===== src/rtl/aes_serial_if.sv =====
// Host-link and core-handshake bundle for the AES serial responder.
// master = host/core side, slave = responder side.
interface aes_serial_if #(
    parameter int DATA_BITS = 128,
    parameter int KEY_BITS  = 128
);
    logic                 cs_n;
    logic                 mosi;
    logic                 miso;
    logic [DATA_BITS-1:0] core_data;
    logic [KEY_BITS-1:0]  core_key;
    logic                 core_start;
    logic                 core_done;
    logic [DATA_BITS-1:0] core_result;
    logic                 busy;
    logic                 frame_err;

    modport master (
        output cs_n, mosi, core_done, core_result,
        input  miso, core_data, core_key, core_start, busy, frame_err
    );

    modport slave (
        input  cs_n, mosi, core_done, core_result,
        output miso, core_data, core_key, core_start, busy, frame_err
    );
endinterface


===== src/rtl/aes_serial_responder.sv =====
// Target end of the 1-bit host link: deserializes block+key LSB first, hands them to the
// cipher core with a start/done handshake, then streams the 128-bit result back on miso.
module aes_serial_responder #(
    parameter int DATA_BITS = 128,
    parameter int KEY_BITS  = 128
) (
    input  logic       clk,
    input  logic       rst,
    aes_serial_if.slave bus
);
    localparam int TOTAL = DATA_BITS + KEY_BITS;
    localparam int CW    = $clog2(TOTAL);
    localparam int DW    = $clog2(DATA_BITS);
    localparam int KW    = $clog2(KEY_BITS);
    localparam int TW    = DW + 1;

    typedef enum logic [2:0] {S_RX, S_START, S_WAIT, S_TX, S_HOLD} state_t;

    state_t               state;
    logic [CW-1:0]        bit_cnt;
    logic [TW-1:0]        tx_cnt;
    logic [DATA_BITS-1:0] result;
    logic [KW-1:0]        key_idx;
    logic                 abort;

    assign key_idx = KW'(bit_cnt - CW'(DATA_BITS));
    // Host dropping CS between handing off the block and the end of TX kills the transaction.
    assign abort   = bus.cs_n && (state == S_START || state == S_WAIT || state == S_TX);

    always_ff @(posedge clk) begin
        if (rst) begin
            state          <= S_RX;
            bit_cnt        <= '0;
            tx_cnt         <= '0;
            result         <= '0;
            bus.miso       <= 1'b0;
            bus.core_start <= 1'b0;
            bus.busy       <= 1'b0;
            bus.frame_err  <= 1'b0;
            bus.core_data  <= '0;
            bus.core_key   <= '0;
        end else begin
            bus.core_start <= 1'b0;
            if (abort) begin
                bus.frame_err <= 1'b1;
                bus.miso      <= 1'b0;
                bus.busy      <= 1'b0;
                bit_cnt       <= '0;
                state         <= S_RX;
            end else begin
                case (state)
                    S_RX: begin
                        if (bus.cs_n) begin
                            if (bit_cnt != '0) bus.frame_err <= 1'b1;
                            bit_cnt  <= '0;
                            bus.busy <= 1'b0;
                        end else begin
                            bus.busy <= 1'b1;
                            if (bit_cnt == '0) bus.frame_err <= 1'b0;
                            if (bit_cnt < CW'(DATA_BITS))
                                bus.core_data[bit_cnt[DW-1:0]] <= bus.mosi;
                            else
                                bus.core_key[key_idx] <= bus.mosi;
                            // bit_cnt parks on the last index until the frame is closed
                            if (bit_cnt == CW'(TOTAL - 1)) begin
                                state          <= S_START;
                                bus.core_start <= 1'b1;
                            end else begin
                                bit_cnt <= bit_cnt + CW'(1);
                            end
                        end
                    end
                    S_START: state <= S_WAIT;
                    S_WAIT: begin
                        if (bus.core_done) begin
                            result   <= bus.core_result;
                            bus.miso <= bus.core_result[0];
                            tx_cnt   <= TW'(1);
                            state    <= S_TX;
                        end
                    end
                    S_TX: begin
                        if (tx_cnt == TW'(DATA_BITS)) begin
                            bus.miso <= 1'b0;
                            bus.busy <= 1'b0;
                            state    <= S_HOLD;
                        end else begin
                            bus.miso <= result[tx_cnt[DW-1:0]];
                            tx_cnt   <= tx_cnt + TW'(1);
                        end
                    end
                    S_HOLD: begin
                        if (bus.cs_n) begin
                            bit_cnt <= '0;
                            state   <= S_RX;
                        end
                    end
                    default: state <= S_RX;
                endcase
            end
        end
    end
endmodule


===== src/flat_wrapper.sv =====
// flat-port wrapper written by rule: the top's interface ports become plain ports
module aes_serial_responder_flat 
#(
    parameter int DATA_BITS = 128,
    parameter int KEY_BITS  = 128
)
  (clk, rst, bus_cs_n, bus_mosi, bus_core_done, bus_core_result, bus_miso, bus_core_data, bus_core_key, bus_core_start, bus_busy, bus_frame_err);
  aes_serial_if #(.DATA_BITS(DATA_BITS), .KEY_BITS(KEY_BITS)) bus_i ();
  input  logic clk;
  input  logic rst;
  input wire logic [$bits(bus_i.cs_n)-1:0] bus_cs_n;
  input wire logic [$bits(bus_i.mosi)-1:0] bus_mosi;
  input wire logic [$bits(bus_i.core_done)-1:0] bus_core_done;
  input wire logic [$bits(bus_i.core_result)-1:0] bus_core_result;
  output wire logic [$bits(bus_i.miso)-1:0] bus_miso;
  output wire logic [$bits(bus_i.core_data)-1:0] bus_core_data;
  output wire logic [$bits(bus_i.core_key)-1:0] bus_core_key;
  output wire logic [$bits(bus_i.core_start)-1:0] bus_core_start;
  output wire logic [$bits(bus_i.busy)-1:0] bus_busy;
  output wire logic [$bits(bus_i.frame_err)-1:0] bus_frame_err;
  assign bus_i.cs_n = bus_cs_n;
  assign bus_i.mosi = bus_mosi;
  assign bus_i.core_done = bus_core_done;
  assign bus_i.core_result = bus_core_result;
  assign bus_miso = bus_i.miso;
  assign bus_core_data = bus_i.core_data;
  assign bus_core_key = bus_i.core_key;
  assign bus_core_start = bus_i.core_start;
  assign bus_busy = bus_i.busy;
  assign bus_frame_err = bus_i.frame_err;
  aes_serial_responder #(.DATA_BITS(DATA_BITS), .KEY_BITS(KEY_BITS)) u_core (.clk(clk), .rst(rst), .bus(bus_i));
endmodule

===== config.mk =====
export PLATFORM = sky130hd
export DESIGN_NAME = aes_serial_responder_flat
export DESIGN_NICKNAME = d
export VERILOG_FILES = /design/src/rtl/aes_serial_if.sv /design/src/rtl/aes_serial_responder.sv /design/src/flat_wrapper.sv
export SDC_FILE = /design/constraint.sdc
export NUM_CORES = 1
export LEC_CHECK = 0
export ABC_AREA = 1
export ABC_CLOCK_PERIOD_IN_PS = 4800
export CORE_UTILIZATION = 55
export DETAILED_ROUTE_END_ITERATION = 6
export GPL_ROUTABILITY_DRIVEN = 0
export PLACE_DENSITY = 0.86
export SETUP_SLACK_MARGIN = 0.15
export SYNTH_ARGS = -nofsm -noshare
export SYNTH_HDL_FRONTEND = slang
export SYNTH_SLANG_ARGS = --single-unit

===== constraint.sdc =====
create_clock -name clk -period 4.8 [get_ports clk]
set_clock_uncertainty 0.05 [all_clocks]
set_input_delay 0.72 -clock clk [delete_from_list [all_inputs] [get_ports clk]]
set_output_delay 0.72 -clock clk [all_outputs]
set_load 0.02 [all_outputs]

==> impl_metrics.json <==
{
  "dp_slack_ns": 1.261,
  "die_w_microns": 180.2,
  "powerDensity_mw_per_mm2": 318.2,
  "synth_top_cell_by_area": "dfxtp_1",
  "rows": 64,
  "grt_pass1_vias": 17490,
  "reg2reg_to": "u_core.bus.core_key[127]$_SDFFE_PP0P_",
  "io_pins": 393,
  "finish.utilization": 0.7275,
  "maxSlewViolCount": 0,
  "first_pass_iters": 6,
  "sw_frac_of_total": 0.2195,
  "cts_buffer_depth": 3,
  "wire_per_inst_microns": 21.68,
  "fp.dieArea_sq_mm": 0.03245,
  "hold_depth": 2,
  "crit_type": "flip-flop to flip-flop",
  "synth-async-reset-ratio": 0,
  "rsz0062_at_grt": "false",
  "drt_iter0_markers": 2172,
  "ctsResizeCount": 0,
  "instances_no_fill": 2851,
  "period_needed_ns": 3.137,
  "worstPathCellList": "nand2_1 -> nor2_2 -> inv_2 -> nor2_1 -> a21oi_1 -> a311oi_1",
  "syn-num-nets": 2329,
  "clk_pin_slew_ns": 0.07,
  "setup_viol": 0,
  "synth_commonest_cells": "407 x dfxtp_1, 273 x a21oi_1, 215 x nand2_1",
  "yosys.cell_count.top_type": "dfxtp_1",
  "cpPeakStageDelay_ns": 0.77,
  "grt_max_degree": 207,
  "totalWireLength_mm": 61.80,
  "cts.hold.buffers_added": 0,
  "io_buffer_count": 392,
  "syn_inst": 2192,
  "cts_root_buf": "clkbuf_16",
  "place_area_sq_mm": 0.02105,
  "grt_remaining_overflow": 0,
  "initial_core_util": 0.5647,
  "post-cts-setup-buffers": 0,
  "path_max_fanout": 28,
  "r2r_setup_slack_ns": 1.66,
  "synth_edf_count": 0,
  "cts-buffers-inserted": 41,
  "die_h_microns": 180.2,
  "crit_slowest_cell": "nor2_2",
  "coreArea_sq_mm": 0.03091,
  "area_growth_pct": 28.83,
  "antenna_found_initial": 1,
  "synth_top_area_share": 0.4668,
  "syn_area_sq_mm": 0.01746,
  "max_freq_mhz": 318.7,
  "fin_ws_ns": 1.663,
  "synth_flop_cell": "dfxtp_1",
  "grt_pass1_wl_mm": 94.94,
  "avgSynthCellArea_sq_um": 7.963,
  "ys_seq_area_frac": 0.4668,
  "cp.required_ns": 5.20,
  "ys_warn_count": 0,
  "r2r_start": "u_core.bit_cnt[2]$_SDFFE_PP0P_",
  "worstSetupEndpointType": "flip-flop",
  "synth.distinct_cells": 31,
  "peakVddDrop_v": 0.0002962,
  "cts_tree": "built",
  "finish.instance_area_sq_mm": 0.02249,
  "gr-usage-all-layers": 0.3610,
  "routed_via_density": 6.511,
  "hold_class": "flip-flop to flip-flop",
  "drc": 0,
  "comb_power_share": 0.049,
  "holdPathEnd": "u_core.result[106]$_SDFFE_PP0P_",
  "max-cap-violations": 0,
  "synth_area_leaders": "dfxtp_1 47%, a21oi_1 7.8%, a311oi_1 5.8%",
  "fin_hold_ws_ns": 0.4014,
  "ctsHtreeMaxLevel": 2,
  "power.total_mw": 7.156,
  "startpoint": "u_core.bit_cnt[2]$_SDFFE_PP0P_",
  "fin_setup_tns_ns": 0,
  "slew-limit-headroom": 0.2968,
  "dp_hpwl_mm": 37.12,
  "power_switching_mw": 1.571,
  "cp.arrival_ns": 3.53,
  "seq_power_share": 0.473,
  "vias": 18560,
  "clock_power_share": 0.478,
  "drive_gt1_frac": 0.06520,
  "antenna_left": 0,
  "reg2reg_depth": 6,
  "clock_sinks": 407,
  "dp_cells": 2778,
  "yosys_register_bits": 407,
  "p_leak_nw": 7.348,
  "clock_latency_ns": 0.55,
  "layout.nets": 2562,
  "post-route-period-util": 0.6536,
  "worstSetupStartpointType": "flip-flop",
  "min_from": "u_core.result[106]$_SDFFE_PP0P_",
  "intPower_mw": 5.586,
  "hold_viol": 0,
  "status": "finished, final reports clean",
  "worstMarginPinSlew_ns": 1.051
}
cell usage in the layout, fill, tap and decap left out, drive strengths merged:
cell type,n
nand3,143
nor3b,1
clkdlybuf4s50,390
nor2,106
nand4,1
nand2,219
dfxtp,407
inv,146
diode,1
a31oi,137
o21ai,100
bufinv,6
nor4,138
a21oi,273
o211ai,10
a2111oi,1
a311oi,116
a21boi,1
a211oi,2
buf,26
clkbuf,59
nor3,159
ha,4
clkinv,9
cells by family (layout without fill, tap and decap cells):
family          Yosys count  after routing  synth area share
compound gates          640            640            0.2207
simple gates            767            767            0.2162
other cells               0              1                 0
flops                   407            407            0.4668
fa+ha+maj                 4              4          0.002867
buf+inv                 374            636           0.09347
metal layers:
metal / GRT usage / wire, microns
met1: 0.4311 / 22660
met2: 0.5866 / 28180
met3: 0.09943 / 7576
met4: 0.2055 / 3386
met5: 0 / 0
critical path, delay by kind of cell, from the launching register on:
kind                   cells  cell delay (ns)
AND/OR/NAND/NOR            3             1.42
AO/OA/AOI/OAI              2             0.38
buffers and inverters      1             0.54
flip-flops                 1             0.63
worst max-delay path by stage:
stage / to / slack (ns) / depth (start not counted)
6_report: u_core.bus.core_key[127]$_SDFFE_PP0P_ / 1.66 / 6
5_1_grt: u_core.result[48]$_SDFFE_PP0P_ / 1.46 / 10
4_1_cts: u_core.result[31]$_SDFFE_PP0P_ / 1.77 / 10
3_5_place_dp: u_core.result[46]$_SDFFE_PP0P_ / 1.26 / 10
3_3_place_gp: u_core.result[62]$_SDFFE_PP0P_ / 1.39 / 10
2_1_floorplan: u_core.tx_cnt[6]$_SDFFE_PP0P_ / 2.84 / 13
power groups by stage:
stage	Sequential, mW	Clock (mW)	Combinational (mW)
final	3.39	3.42	0.349
after global routing	3.39	3.57	0.364
after CTS	3.39	3.43	0.337
after detailed placement	3.46	0	0.333
after global placement	3.46	0	0.336
after floorplan	3.46	0	0.170
registers in the layout (all words and copies together) (netlist names):
register               flops
u_core.bus.core_data     128
u_core.bus.core_key      128
u_core.result            128
u_core.bit_cnt             8
u_core.tx_cnt              8
u_core.state               3
u_core.bus.busy            1
u_core.bus.core_start      1
u_core.bus.frame_err       1
u_core.bus.miso            1
cell type report:
class	instances	area, sq um
Clock buffer	58	1210
Fill cell	2258	8422
Multi-Input combinational cell	1411	7690
Sequential cell	407	8149
Inverter	147	563.0
Clock inverter	14	227.7
Antenna cell	1	2.502
Tap cell	396	495.5
Timing Repair Buffer	417	4150
Note: power is estimated with default switching activity, not from simulation.
